--- src/rtl/parity_pkg.sv ---
// Shared types and constants for the parity generator slice.
package parity_pkg;

  localparam int unsigned DEFAULT_DATA_W = 4;

  typedef enum logic {
    PAR_EVEN = 1'b0,
    PAR_ODD  = 1'b1
  } parity_mode_e;

  // Reference parity for words up to 32 bits; unused upper bits must be zero.
  function automatic logic calc_parity(input logic [31:0] word, input parity_mode_e mode);
    return (^word) ^ (mode == PAR_ODD);
  endfunction

endpackage

--- src/rtl/parity_tree.sv ---
// Combinational XOR reduction of a W-bit word with an optional odd-sense invert.
module parity_tree #(
  parameter int unsigned W = 4
) (
  input  logic [W-1:0] word,
  input  logic         odd,
  output logic         par
);

  assign par = (^word) ^ odd;

endmodule

--- src/rtl/parity_generator_4b.sv ---
// Registered parity generator: out = {parity, in}, one cycle latency.
// Define PARITY_GEN_CHECK_EN to add the receive-side parity checker.
module parity_generator_4b
  import parity_pkg::*;
#(
  parameter int unsigned DATA_W      = DEFAULT_DATA_W,
  parameter bit          ODD_DEFAULT = 1'b0
) (
  input  logic              clk,
  input  logic              rst_n,
  input  logic              in_valid,
  input  logic [DATA_W-1:0] in,
  input  logic              odd_sel,
  output logic              out_valid,
  output logic              parity,
  output logic [DATA_W:0]   out
`ifdef PARITY_GEN_CHECK_EN
  ,
  input  logic              chk_valid,
  input  logic [DATA_W:0]   chk_word,
  output logic              chk_err
`endif
);

  parity_mode_e      mode;
  logic              gen_par;
  logic [DATA_W-1:0] data_q;
  logic              par_q;
  logic              vld_q;

  assign mode = parity_mode_e'(odd_sel);

  parity_tree #(.W(DATA_W)) u_gen_tree (
    .word (in),
    .odd  (mode == PAR_ODD),
    .par  (gen_par)
  );

  // Parity resets to the default sense so the held codeword stays self-consistent.
  always_ff @(posedge clk or negedge rst_n) begin
    if (!rst_n) begin
      data_q <= '0;
      par_q  <= ODD_DEFAULT;
      vld_q  <= 1'b0;
    end else begin
      vld_q <= in_valid;
      if (in_valid) begin
        data_q <= in;
        par_q  <= gen_par;
      end
    end
  end

  assign out       = {par_q, data_q};
  assign parity    = par_q;
  assign out_valid = vld_q;

`ifdef PARITY_GEN_CHECK_EN
  logic chk_mis;

  // Reducing the whole codeword under the current sense yields 1 exactly on mismatch.
  parity_tree #(.W(DATA_W + 1)) u_chk_tree (
    .word (chk_word),
    .odd  (mode == PAR_ODD),
    .par  (chk_mis)
  );

  always_ff @(posedge clk or negedge rst_n) begin
    if (!rst_n) begin
      chk_err <= 1'b0;
    end else if (chk_valid) begin
      chk_err <= chk_mis;
    end
  end
`endif

endmodule

--- config.mk ---
export PLATFORM = sky130hd
export DESIGN_NAME = parity_generator_4b
export DESIGN_NICKNAME = d
export VERILOG_FILES = /design/src/rtl/parity_pkg.sv /design/src/rtl/parity_tree.sv /design/src/rtl/parity_generator_4b.sv
export SDC_FILE = /design/constraint.sdc
export NUM_CORES = 1
export LEC_CHECK = 0
export BUFFER_PORTS_ARGS = -buffer_cell sky130_fd_sc_hd__buf_2
export CORE_AREA = 2 2 39 41
export CTS_CLUSTER_DIAMETER = 120
export CTS_CLUSTER_SIZE = 30
export DETAILED_ROUTE_END_ITERATION = 6
export DIE_AREA = 0 0 41 43
export GPL_TIMING_DRIVEN = 0
export PLACE_DENSITY_LB_ADDON = 0.3
export SETUP_SLACK_MARGIN = 0.1
export SLEW_MARGIN = 10
export SYNTH_ARGS = -nofsm -noshare
export SYNTH_HDL_FRONTEND = slang
export SYNTH_HIERARCHICAL = 1
export SYNTH_SLANG_ARGS = --single-unit
--- constraint.sdc ---
create_clock -name clk -period 1 [get_ports clk]
set_clock_uncertainty 0.1 [all_clocks]
set_input_delay 0.2 -clock clk [delete_from_list [all_inputs] [get_ports clk]]
set_output_delay 0.2 -clock clk [all_outputs]
set_load 0.005 [all_outputs]
# Yosys cells after proc, flatten, opt, wreduce, memory -nomap -nowiden
# Index checks and enable logic that the tools add are counted.
[classes] bitwise_logic=1 n_reduce_logical=1
[op_table] operator="4-bit XOR reduction" count=1
[op_table] operator="1-bit bitwise XOR" count=1
[totals] ff_bits=6 in_bits=8 wordCells=5

# Logic depth before layout (Yosys ltp)
# Gate-level depths: netlist of the first run.
[logic_depth] ltp_word=2 mapped_depth=3 mapped_depth_nobuf=3

# Hierarchy
# The synthesis of the first run kept the hierarchy.
[modules_own_cells] mod="parity_generator_4b" n_inst=1 cells_per_inst=12 area_each_um2=214.0 seq_area_each_um2=150.1
[modules_own_cells] mod="parity_tree" n_inst=1 cells_per_inst=3 area_each_um2=40.0 seq_area_each_um2=0.0

# Worst setup path after synthesis of the first run
# OpenSTA, ideal clock, no wires.
[synth_timing] kind="input to register" from="input port in[1]" to="register par_q, in the netlist parity" setup_time_ns=0.125 arrival_ns=0.941 slack_ns=-0.166 stages=3 path_buffers=0 path_cell_list="xnor3_1 -> xnor2_1 -> mux2_2"
[synth_between] elab_chain_cells=2
[synth_rtl] element="start, declared" line="parity_generator_4b.sv:12" source="input logic [DATA_W-1:0] in,"
[synth_rtl] element="4-bit XOR reduction" line="parity_tree.sv:10" source="assign par = (^word) ^ odd;"
[synth_rtl] element="1-bit bitwise XOR" line="parity_tree.sv:10"
[synth_rtl] element="via gen_par" line="parity_generator_4b.sv:26" source="logic gen_par;"
[synth_rtl] element="end signal, assigned" line="parity_generator_4b.sv:49" source="par_q <= gen_par;"
[synth_rtl] element="end, declared" line="parity_generator_4b.sv:28" source="logic par_q;"
# The timed path passes the listed nets, and every way through them passes these cells.
# A chain may end at the register's enable or synchronous reset.

# Worst setup path after layout of the first run
[layout_timing] from="register par_q, in the netlist parity" to="output port out[4]"
[layout_lines] element="end, declared" line="parity_generator_4b.sv:16" source="output logic [DATA_W:0] out"
# No word-level cell between the ends.

==> results of run 1 <==
-- where the power goes --
group,switching (mW),total [mW],internal (mW),leakage (nW)
Clock,0.0852,0.221,0.136,0.0138
Sequential,0.0177,0.292,0.274,0.0701
Combinational,0.0584,0.188,0.130,0.127
Total,0.161,0.701,0.540,0.211
-- worst max-delay path by stage --
| stage | startpoint | to | slack [ns] | cells past startpoint |
|---|---|---|---|---|
| floorplan | odd_sel | parity | -0.16 | 3 |
| finish | parity | out[4] | -0.15 | 2 |
| global placement | odd_sel | parity | -0.27 | 4 |
| detailed placement | odd_sel | parity | -0.28 | 4 |
| CTS | parity | out[4] | -0.16 | 2 |
| global route | parity | out[4] | -0.20 | 2 |
-- routing by layer --
layer | up-vias | wire length (um) | GRT usage
li1 | 91 | - | -
met1 | 87 | 213 | 0.0867
met2 | 14 | 227 | 0.106
met3 | 0 | 93 | 0.0838
met4 | 0 | 0 | 0.0200
met5 | - | 0 | 0
-- flip-flops by register name, indices dropped and copies added (netlist names) --
name,flops
parity,1
data_q,4
out_valid,1
-- Yosys cell counts --
master   number  area share
dfrtp_1       6        0.59
mux2_2        5        0.22
buf_4         1       0.030
xnor2_1       1       0.034
xnor3_1       1       0.089
xor2_1        1       0.034
-- worst register-to-register path, cell delays in order (launching register included) --
cell	delay, ns
dfrtp_1	0.37
buf_4	0.13
mux2_4	0.26
-- layout make-up --
class | instances | area (sq um) | share of cell area
flip-flops and latches | 6 | 150 | 0.367
multi-input cells | 8 | 104 | 0.254
repair buffers | 17 | 101 | 0.248
clock buffers | 3 | 22.5 | 0.0550
well taps | 16 | 20.0 | 0.0489
plain buffers | 1 | 11.3 | 0.0275
-- stage by stage --
| stage | TNS, ns | std cells | util | instance area [sq um] | hold slack, ns |
|---|---|---|---|---|---|
| after floorplan | -0.165 | 15 | - | 254 | -0.196 |
| after global routing | -0.678 | 51 | 0.296 | 409 | 0.0627 |
| after detailed placement | -0.281 | 45 | 0.249 | 344 | -0.0685 |
| final | -0.392 | 51 | 0.296 | 409 | 0.0678 |
| after global placement | -0.265 | 45 | 0.249 | 344 | -0.0762 |
| after CTS | -0.480 | 50 | 0.288 | 398 | 0.0555 |
-- cell families after synthesis --
kind of cell | after synthesis | synth area share
XOR/XNOR | 3 | 0.158
buffers and inverters | 1 | 0.0296
flip-flops | 6 | 0.591
multiplexers | 5 | 0.222
-- what timing repair did --
item	4_1_cts	5_1_grt
hold buffers	1	0
setup buffers	1	1
resized for setup	3	1
setup endpoints to repair	8	9
endpoints found under the hold margin	6	0
gates cloned	0	0
==> flow_metrics.env, run 1 <==
export IMPL_area_delta_synth_final_pct=61.1
export IMPL_core_area_sq_um=1380
export IMPL_cp_end_kind="output port"
export IMPL_r2r_slack_ns=0.02
export IMPL_hold_depth=1
export IMPL_dr_pass1_iters=3
export IMPL_clockRootBuffer="clkbuf_4"
export IMPL_viasPerCell=3.76
export IMPL_fp_dieArea_sq_um=1760
export IMPL_synthCells=15
export IMPL_die_h_um=43
export IMPL_fp_row_count=14
export IMPL_gp_congestion=0.553
export IMPL_drv_slew=0
export IMPL_cp_cell_sequence="buf_6 > buf_6"
export IMPL_p_leak_nw=0.211
export IMPL_post_drt_wl_per_cell_um=10.5
export IMPL_htreeDepth=1
export IMPL_grt_pass1_vias=211
export IMPL_hold_path_class="primary input to flop"
export IMPL_antenna_left=0
export IMPL_hp_start="in_valid"
export IMPL_syn_num_nets=23
export IMPL_outcome="finished, violations left"
export IMPL_track_usage=0.0802
export IMPL_mostFrequentLayoutCell="buf_2"
export IMPL_setup_ws_ns=-0.147
export IMPL_drt_iter0_markers=1
export IMPL_timing_slew_headroom=0.899
export IMPL_crit_type="flop to output port"
export IMPL_critical_path_top_delay_family="flip-flops"
export IMPL_cts_tree="yes"
export IMPL_reg2regPathDepth=2
export IMPL_period_needed_ns=1.15
export IMPL_die_w_um=41
export IMPL_drive_above_1_share=0.714
export IMPL_overflow=0
export IMPL_critPathSlowestCell="dfrtp_1"
export IMPL_critical_path_buf_inv_count=2
export IMPL_dpl_worst_slack_ns=-0.281
export IMPL_hold_end="out_valid"
export IMPL_seq_area_frac_synth=0.591
export IMPL_cpPeakStageDelay_ns=0.39
export IMPL_fmax_mhz=871
export IMPL_p_per_area_nw_per_um2=1710
export IMPL_num_antenna_cells=0
export IMPL_clkSinkCount=6
export IMPL_totalPowerFinal_mw=0.701
export IMPL_synth_seq_cells=6
export IMPL_yosys_cell_types_count=6
export IMPL_r2r_start="data_q[3]"
export IMPL_required_ns=0.70
export IMPL_cts_made_buffers=3
export IMPL_grt_max_degree=7
export IMPL_wl_um=534
export IMPL_ir_drop_v=0.000861
export IMPL_min_period_over_period=1.15
export IMPL_clk_path_buf_depth=2
export IMPL_path_max_fanout=3
export IMPL_vias=192
export IMPL_yosysWarnings=6
export IMPL_io_buffers=14
export IMPL_r2r_end="data_q[3]"
export IMPL_start_kind="flop"
export IMPL_violations="negative setup slack"
export IMPL_setup_violations=8
export IMPL_ios=15
export IMPL_rsz0062_at_grt="true"
export IMPL_cp_common_cell="buf_6"
export IMPL_remaining_drc_errors=0
export IMPL_synth_area_sq_um=254
export IMPL_antenna_found_initial=0
export IMPL_drv_cap=0
export IMPL_nNetsFinal=45
export IMPL_tightest_slew_ns=0.151
export IMPL_grt_pass1_wl_um=890
export IMPL_synth_avg_cell_area_sq_um=16.9
export IMPL_start_util=0.184
export IMPL_clkTransAtPathRegs_ns=0.05
export IMPL_final_cell_mix="13 x buf_2, 6 x dfrtp_1, 3 x mux2_2, 3 x clkbuf_4"
export IMPL_arrival_ns=0.85
export IMPL_hold_viol=0
export IMPL_fillers=147
export IMPL_clk_latency_ns=0.24
(Power assumes the default switching activity.)
==> inputs of run 2 (changes only) <==
--- a/config.mk
+++ b/config.mk
@@ -14,6 +14,7 @@
 export GPL_TIMING_DRIVEN = 0
 export PLACE_DENSITY_LB_ADDON = 0.3
 export SETUP_SLACK_MARGIN = 0.1
+export SKIP_LAST_GASP = 1
 export SLEW_MARGIN = 10
 export SYNTH_ARGS = -nofsm -noshare
 export SYNTH_HDL_FRONTEND = slang
==> run 2 against run 1 <==
  * The run still ends with negative setup slack left
  * Clock-buffer cell count unchanged
  * Sequential power about the same
  * Worst setup slack about the same
  * Critical path depth unchanged
  * Via count increased by 1.0%
  * Final cell count unchanged
  * Largest power group unchanged
  * Maximum frequency about the same
  * Hold slack got worse by 0.010 ns
  * Core utilization decreased by 0.54 points
  * Register-to-register slack about the same
==> flow_metrics.env, run 2 (synthesis results as in run 1) <==
export IMPL_track_usage=0.0802
export IMPL_core_area_sq_um=1380
export IMPL_dp_cells=45
export IMPL_setup_violations=8
export IMPL_fp_dieArea_sq_um=1760
export IMPL_io_buffers=14
export IMPL_met2_length_um=226
export IMPL_vias=194
export IMPL_final_core_util=0.290
export IMPL_clkSinkCount=6
export IMPL_met3WireLength_um=85
export IMPL_critPathLaunch="parity"
export IMPL_antenna_left=0
export IMPL_outcome="finished, violations left"
export IMPL_crit_type="flop to output port"
export IMPL_totalPowerFinal_mw=0.693
export IMPL_required_ns=0.70
export IMPL_timing_slew_headroom=0.899
export IMPL_remaining_drc_errors=0
export IMPL_gp_congestion=0.553
export IMPL_critPathSlowestCell="dfrtp_1"
export IMPL_clkTransAtPathRegs_ns=0.05
export IMPL_antenna_found_initial=0
export IMPL_tightest_slew_ns=0.152
export IMPL_clockRootBuffer="clkbuf_4"
export IMPL_mostFrequentLayoutCell="buf_2"
export IMPL_fp_row_count=14
export IMPL_drt_iter0_markers=1
export IMPL_drv_cap=0
export IMPL_critical_path_buf_inv_count=2
export IMPL_reg2regPathDepth=2
export IMPL_cpPeakStageDelay_ns=0.39
export IMPL_met1_length_um=207
export IMPL_setup_ws_ns=-0.147
export IMPL_num_antenna_cells=0
export IMPL_post_dp_cell_area_sq_um=344
export IMPL_final_area_sq_um=402
export IMPL_grt_max_degree=7
export IMPL_drive_above_1_share=0.714
export IMPL_cp_cell_sequence="buf_6 > buf_6"
export IMPL_p_per_area_nw_per_um2=1730
export IMPL_largest_register="data_q"
export IMPL_nNetsFinal=45
export IMPL_fmax_mhz=872
export IMPL_hold_viol=0
export IMPL_ir_drop_v=0.000837
export IMPL_start_kind="flop"
export IMPL_fin_cells=51
export IMPL_overflow=0
export IMPL_routed_top_layer="met3"
export IMPL_post_drt_wl_per_cell_um=10.2
export IMPL_die_w_um=41
export IMPL_fillers=147
export IMPL_viasPerCell=3.80
export IMPL_arrival_ns=0.85
export IMPL_period_needed_ns=1.15
export IMPL_path_depth=2
export IMPL_wl_um=519
export IMPL_r2r_start="data_q[3]"
export IMPL_clk_latency_ns=0.24
export IMPL_critical_path_top_delay_family="flip-flops"
export IMPL_htreeDepth=1
export IMPL_hold_depth=1
export IMPL_grt_pass1_vias=211
export IMPL_rsz0062_at_grt="true"
export IMPL_dr_pass1_iters=2
export IMPL_start_util=0.184
export IMPL_largest_reg_flops=4
export IMPL_cts_tree="yes"
export IMPL_path_max_fanout=3
export IMPL_clk_path_buf_depth=2
export IMPL_final_cell_mix="13 x buf_2, 6 x dfrtp_1, 5 x mux2_2, 3 x clkbuf_4"
export IMPL_p_leak_nw=0.203
export IMPL_drv_slew=0
export IMPL_hold_path_class="primary input to flop"
export IMPL_min_period_over_period=1.15
export IMPL_ios=15
export IMPL_cts_made_buffers=3
export IMPL_area_delta_synth_final_pct=58.1
export IMPL_cp_end_kind="output port"
export IMPL_cp_common_cell="buf_6"
export IMPL_grt_pass1_wl_um=890
export IMPL_die_h_um=43
export IMPL_hp_start="in_valid"
export IMPL_violations="negative setup slack"
[run 2: area by class of cell]
type / instances / area [sq um] / share of cell area
sequential: 6 / 150 / 0.374
clock buffer: 3 / 22.5 / 0.0561
tap: 16 / 20.0 / 0.0498
timing repair buffer: 17 / 101 / 0.252
buffer: 1 / 11.3 / 0.0280
multi-input combinational: 8 / 96.3 / 0.240
[run 2: layer usage]
layer	vias to the layer above	track usage
met3	0	0.0838
met1	88	0.0867
met5	-	0
li1	92	-
met2	14	0.106
met4	0	0.0200
[run 2: final timing paths]
| check | endpoint | slack [ns] |
|---|---|---|
| max | out[4] | -0.15 |
| min | out_valid | 0.06 |
| max reg2reg | data_q[3] | 0.03 |
| min reg2reg | data_q[0] | 0.40 |
| max in group asynchronous | data_q[2] | 0.45 |
| min in group asynchronous | data_q[0] | 0.21 |
[run 2: where the power goes]
part	internal [mW]	switching, mW	leakage (nW)
Combinational	0.125	0.0570	0.119
Sequential	0.274	0.0176	0.0701
Clock	0.136	0.0840	0.0138
Total	0.535	0.159	0.203
[run 2: stage by stage]
stage               hold WS (ns)  setup TNS (ns)  worst slack, ns
floorplan                 -0.196          -0.165           -0.165
global placement         -0.0762          -0.265           -0.265
detailed placement       -0.0685          -0.281           -0.281
CTS                       0.0498          -0.480           -0.164
global route              0.0514          -0.677           -0.203
finish                    0.0574          -0.389           -0.147
[run 2: what timing repair did]
| item | CTS | global route |
|---|---|---|
| hold endpoints to repair | 6 | 0 |
| setup buffers | 1 | 1 |
| hold buffers | 1 | 0 |
| endpoints found under the setup margin | 8 | 9 |
| gates resized for setup | 2 | 0 |
